==> src/rtl/pool_scheduler.sv <==
// Round-robin arbiter that time-shares one pooling engine between NUM_REQ
// requesters, sequencing engine reset, clock enable, completion and timeout.
module pool_scheduler #(
  parameter int NUM_REQ        = 2,
  parameter int TIMEOUT_CYCLES = 1024,
  parameter int CNT_W          = 11,
  parameter int SEL_W          = 3
) (
  input  logic               clk,
  input  logic               rst_n,
  input  logic [NUM_REQ-1:0] req,
  output logic [NUM_REQ-1:0] grant,
  output logic [SEL_W-1:0]   sel,
  output logic [NUM_REQ-1:0] done,
  output logic               err,
  output logic               busy,
  output logic               eng_rst_n,
  output logic               eng_clken,
  input  logic               eng_valid
);

  typedef enum logic [1:0] {IDLE, CLR, RUN, HOLD} state_t;

  localparam logic [CNT_W-1:0] CNT_LAST = CNT_W'(TIMEOUT_CYCLES - 1);

  state_t             state;
  logic [CNT_W-1:0]   cnt;
  logic [SEL_W-1:0]   last_idx;
  int unsigned        last_int;
  logic [SEL_W-1:0]   win_idx;
  logic [NUM_REQ-1:0] win_onehot;
  logic               win_vld;
  logic               req_hit;

  assign last_int = 32'(last_idx);
  // grant is one-hot at sel while a job is active, so this is req[sel]
  assign req_hit  = |(req & grant);

  // Round-robin: first search above last_idx, then wrap to the low indices.
  always_comb begin
    win_idx    = '0;
    win_onehot = '0;
    win_vld    = 1'b0;
    for (int unsigned j = 0; j < NUM_REQ; j++) begin
      if (!win_vld && req[j] && (j > last_int)) begin
        win_vld       = 1'b1;
        win_idx       = SEL_W'(j);
        win_onehot[j] = 1'b1;
      end
    end
    for (int unsigned j = 0; j < NUM_REQ; j++) begin
      if (!win_vld && req[j] && (j <= last_int)) begin
        win_vld       = 1'b1;
        win_idx       = SEL_W'(j);
        win_onehot[j] = 1'b1;
      end
    end
  end

  always_ff @(posedge clk) begin
    if (!rst_n) begin
      state     <= IDLE;
      grant     <= '0;
      sel       <= '0;
      done      <= '0;
      err       <= 1'b0;
      busy      <= 1'b0;
      eng_clken <= 1'b0;
      eng_rst_n <= 1'b0;
      cnt       <= '0;
      last_idx  <= SEL_W'(NUM_REQ - 1);
    end else begin
      done <= '0;
      err  <= 1'b0;
      case (state)
        IDLE: begin
          if (win_vld) begin
            state     <= CLR;
            grant     <= win_onehot;
            sel       <= win_idx;
            eng_rst_n <= 1'b0;
            busy      <= 1'b1;
          end else begin
            grant     <= '0;
            eng_clken <= 1'b0;
            eng_rst_n <= 1'b1;
            busy      <= 1'b0;
          end
        end
        CLR: begin
          eng_rst_n <= 1'b1;
          eng_clken <= 1'b1;
          cnt       <= '0;
          state     <= RUN;
        end
        RUN: begin
          // Priority: abort, then result valid, then timeout.
          if (!req_hit) begin
            eng_clken <= 1'b0;
            grant     <= '0;
            last_idx  <= sel;
            busy      <= 1'b0;
            state     <= IDLE;
          end else if (eng_valid) begin
            done      <= grant;
            eng_clken <= 1'b0;
            state     <= HOLD;
          end else if (cnt == CNT_LAST) begin
            err       <= 1'b1;
            eng_clken <= 1'b0;
            grant     <= '0;
            last_idx  <= sel;
            busy      <= 1'b0;
            state     <= IDLE;
          end else begin
            cnt <= cnt + 1'b1;
          end
        end
        HOLD: begin
          if (!req_hit) begin
            grant    <= '0;
            last_idx <= sel;
            busy     <= 1'b0;
            state    <= IDLE;
          end
        end
        default: state <= IDLE;
      endcase
    end
  end

endmodule

==> config.mk <==
export PLATFORM = sky130hd
export DESIGN_NAME = pool_scheduler
export DESIGN_NICKNAME = d
export VERILOG_FILES = /design/src/rtl/pool_scheduler.sv
export SDC_FILE = /design/constraint.sdc
export NUM_CORES = 1
export LEC_CHECK = 0
export CAP_MARGIN = 30
export CORE_MARGIN = 2
export CORE_UTILIZATION = 30
export CTS_BUF_LIST = sky130_fd_sc_hd__clkbuf_16
export DETAILED_ROUTE_END_ITERATION = 8
export DONT_BUFFER_PORTS = 1
export SLEW_MARGIN = 0
export SYNTH_ARGS = -nofsm -noshare
export SYNTH_HDL_FRONTEND = slang
export SYNTH_SLANG_ARGS = --single-unit
==> constraint.sdc <==
create_clock -name clk -period 2.5 [get_ports clk]
set_clock_uncertainty 0.15 [all_clocks]
set_input_delay 0.375 -clock clk [delete_from_list [all_inputs] [get_ports clk]]
set_output_delay 0.375 -clock clk [all_outputs]
set_load 0.005 [all_outputs]
==> results_dict.tcl <==
set metrics [dict create \
    status "complete, but fails checks" \
    violations "design-rule violations" \
    worst_hold_path_type "in2reg" \
    crit_arrival_ns 2.04 \
    drc 1 \
    drv_cap 0 \
    routed_wl_um 2340 \
    wl_per_cell_um 13.9 \
    synthTopCellsByArea "dfxtp_1 41%, nor2_1 5.3%, nand2_1 4.0%, xnor2_1 3.9%, a211oi_1 2.7%" \
    p_sw_uw 190 \
    setup_viol 0 \
    setup_tns_ns 0 \
    worst_pin_slew_ns 0.742 \
    synth_area_um2 1120 \
    cts_buffer_depth 2 \
    die_h_um 65.2 \
    multi_input_area_um2 611 \
    period_share_pct 81.8 \
    antenna_found_initial 0 \
    power.total_uw 817 \
    startpoint_type "register" \
    die_width_um 65.2 \
    cts_made_buffers 3 \
    globalRouteOverflowTotal 0 \
    finalCriticalPeriod_ns 2.04 \
    ys_ff_latch 23 \
    fp.dieArea_um2 4250 \
    crit_path_end_kind "register" \
    final_area_um2 1230 \
    synthAdderAreaFrac_pct 1.11 \
    antenna_cells 0 \
    core_area_um2 3630 \
    layout-drive-gt1-share_pct 10.7 \
    io_pins 16 \
    peakVddDrop_v 0.000381 \
    nets 128 \
    synth-simple-area-share_pct 24.6 \
    regArea_um2 460 \
    path_max_fanout 6 \
    cts_hold_buf 0 \
    rows 22 \
    grt_usage_pct 12.6 \
    clk_latency_ns 0.25 \
    vias 856 \
    via_per_inst 5.07 \
    combPwrFrac_pct 9.2 \
    io_buffers 0 \
    r2r_slack_ns 0.46 \
    rsz0062_at_grt "false" \
    htree_levels 1 \
    grt_pass1_wl_um 4140 \
    start_util_pct 31.0 \
    synth_top_area_cell "dfxtp_1" \
    ant_nets 0 \
    cts-root-buf "clkbuf_16" \
    power_frac_seq_pct 49.6 \
    cts_resized 0 \
    postCtsSetupBuffers 0 \
    finalHoldViolations 0 \
    final_common_cell "dfxtp_1" \
    drt_first_pass_iters 6 \
    max_freq_mhz 489 \
    areaGrowthSynthToFinish_pct 9.23 \
    synth_xor_area_share_pct 3.89 \
    initialDrtViolationCount 51 \
    swShare_pct 23.3 \
    grt_start_max_net_pins 18 \
    power_density_nw_per_um2 665 \
    p_clk_share_pct 41.2 \
    final_cell_mix "23 x dfxtp_1, 16 x nor2_1, 12 x nand2_1, 6 x inv_1" \
    clk_pin_slew_ns 0.06 \
    synth_cells 122 \
    tritoncts "yes" \
    grt_pass1_vias 901 \
    avgSynthCellArea_um2 9.22 \
    place.gp.congestion 0.815 \
    finalMaxSlewViolations 0 \
    synthMuxAreaShare_pct 0.890 \
    ys_warn_count 0 \
    synth.distinct_cells 43 \
    p_int_uw 626 \
    place_area_um2 1150 \
    seq_area_frac_synth_pct 40.9 \
    required_ns 2.50 \
    synth_top_area_share_pct 40.9 \
    path_class "reg2reg" \
    synth_top_family_by_area "simple AND/OR/NAND/NOR gates" \
    fillers 386 \
    p_leak_nw 0.409 \
    synth_compound_area_share_pct 23.1 \
    relSlewSlack_pct 50.2 \
    cts.sinks 23 \
]
-- cell type report --
class | count | share of cell area, %
flip-flops and latches | 23 | 37.5
clock inverters | 1 | 0.305
clock buffers | 3 | 6.11
well taps | 48 | 4.89
inverters | 5 | 1.53
multi-input cells | 89 | 49.7
-- synth_stat cells, drive strengths merged --
library cell	n
inv	5
a32o	1
a21oi	4
a31o	3
a211oi	4
nor3	2
a21boi	2
nand4	2
buf	4
conb	1
dfxtp	23
a2111oi	2
xnor2	5
o311a	2
and3	2
and2	2
a31oi	1
ha	1
o32ai	1
clkbuf	2
mux2i	1
o31ai	1
o211ai	2
a21o	1
nand2	12
a22oi	1
nand3b	1
nor4	1
o21ai	4
and4	1
nand3	5
a22o	2
or2b	1
nand4b	1
nor2b	3
nor2	16
-- final timing paths --
kind,cells past startpoint,start,end
worst max-delay path,6,cnt[0]$_SDFFE_PN0P_,cnt[5]$_SDFFE_PN0P_
worst min-delay path,1,rst_n,last_idx[0]$_SDFFE_PN1P_
worst min register to register,2,cnt[0]$_SDFFE_PN0P_,cnt[0]$_SDFFE_PN0P_
worst max register to register,6,cnt[0]$_SDFFE_PN0P_,cnt[5]$_SDFFE_PN0P_
-- critical path, cell delays in order (launching register included) --
cell	delay, ns
dfxtp_1	0.34
ha_1	0.25
nand4_1	0.26
nor3_4	0.11
a2111oi_4	0.50
a21oi_1	0.13
a31o_1	0.20
-- state kept, by name, indices dropped and copies added (netlist names) --
signal	flops
busy	1
state	2
err	1
done	2
last_idx	1
cnt	11
sel	1
eng_rst_n	1
grant	2
eng_clken	1
-- cell families after synthesis --
| kind of cell | count (synthesis) |
|---|---|
| flip-flops | 23 |
| other | 1 |
| AND/OR/NAND/NOR | 49 |
| XOR/XNOR | 5 |
| AO/OA/AOI/OAI | 31 |
| multiplexers | 1 |
| buffers and inverters | 11 |
| adder cells (fa/ha/maj) | 1 |
-- metal layers --
metal,vias up,GRT usage [%],wire (um)
met5,-,0,0
met4,0,3.39,25
met3,4,4.45,133
met2,21,21.7,1130
met1,399,14.7,1050
li1,432,-,-
-- stage by stage --
stage | cells | hold WS [ns] | utilization [%] | setup slack [ns]
2_1_floorplan | 123 | 0.312 | - | 0.628
3_3_place_gp | 165 | 0.304 | 31.6 | 0.548
3_5_place_dp | 165 | 0.315 | 31.6 | 0.476
4_1_cts | 169 | 0.0511 | 33.8 | 0.456
5_1_grt | 169 | 0.0481 | 33.8 | 0.312
6_report | 169 | 0.0538 | 33.8 | 0.456
-- power by group through the flow --
stage               Combinational, mW  Sequential [mW]  Clock [mW]
floorplan                      0.0738            0.403           0
global route                   0.0861            0.408       0.366
global placement               0.0734            0.413           0
finish                         0.0751            0.405       0.337
detailed placement             0.0749            0.413           0
CTS                            0.0760            0.405       0.349
No activity file was read; power rests on OpenSTA's default activity.
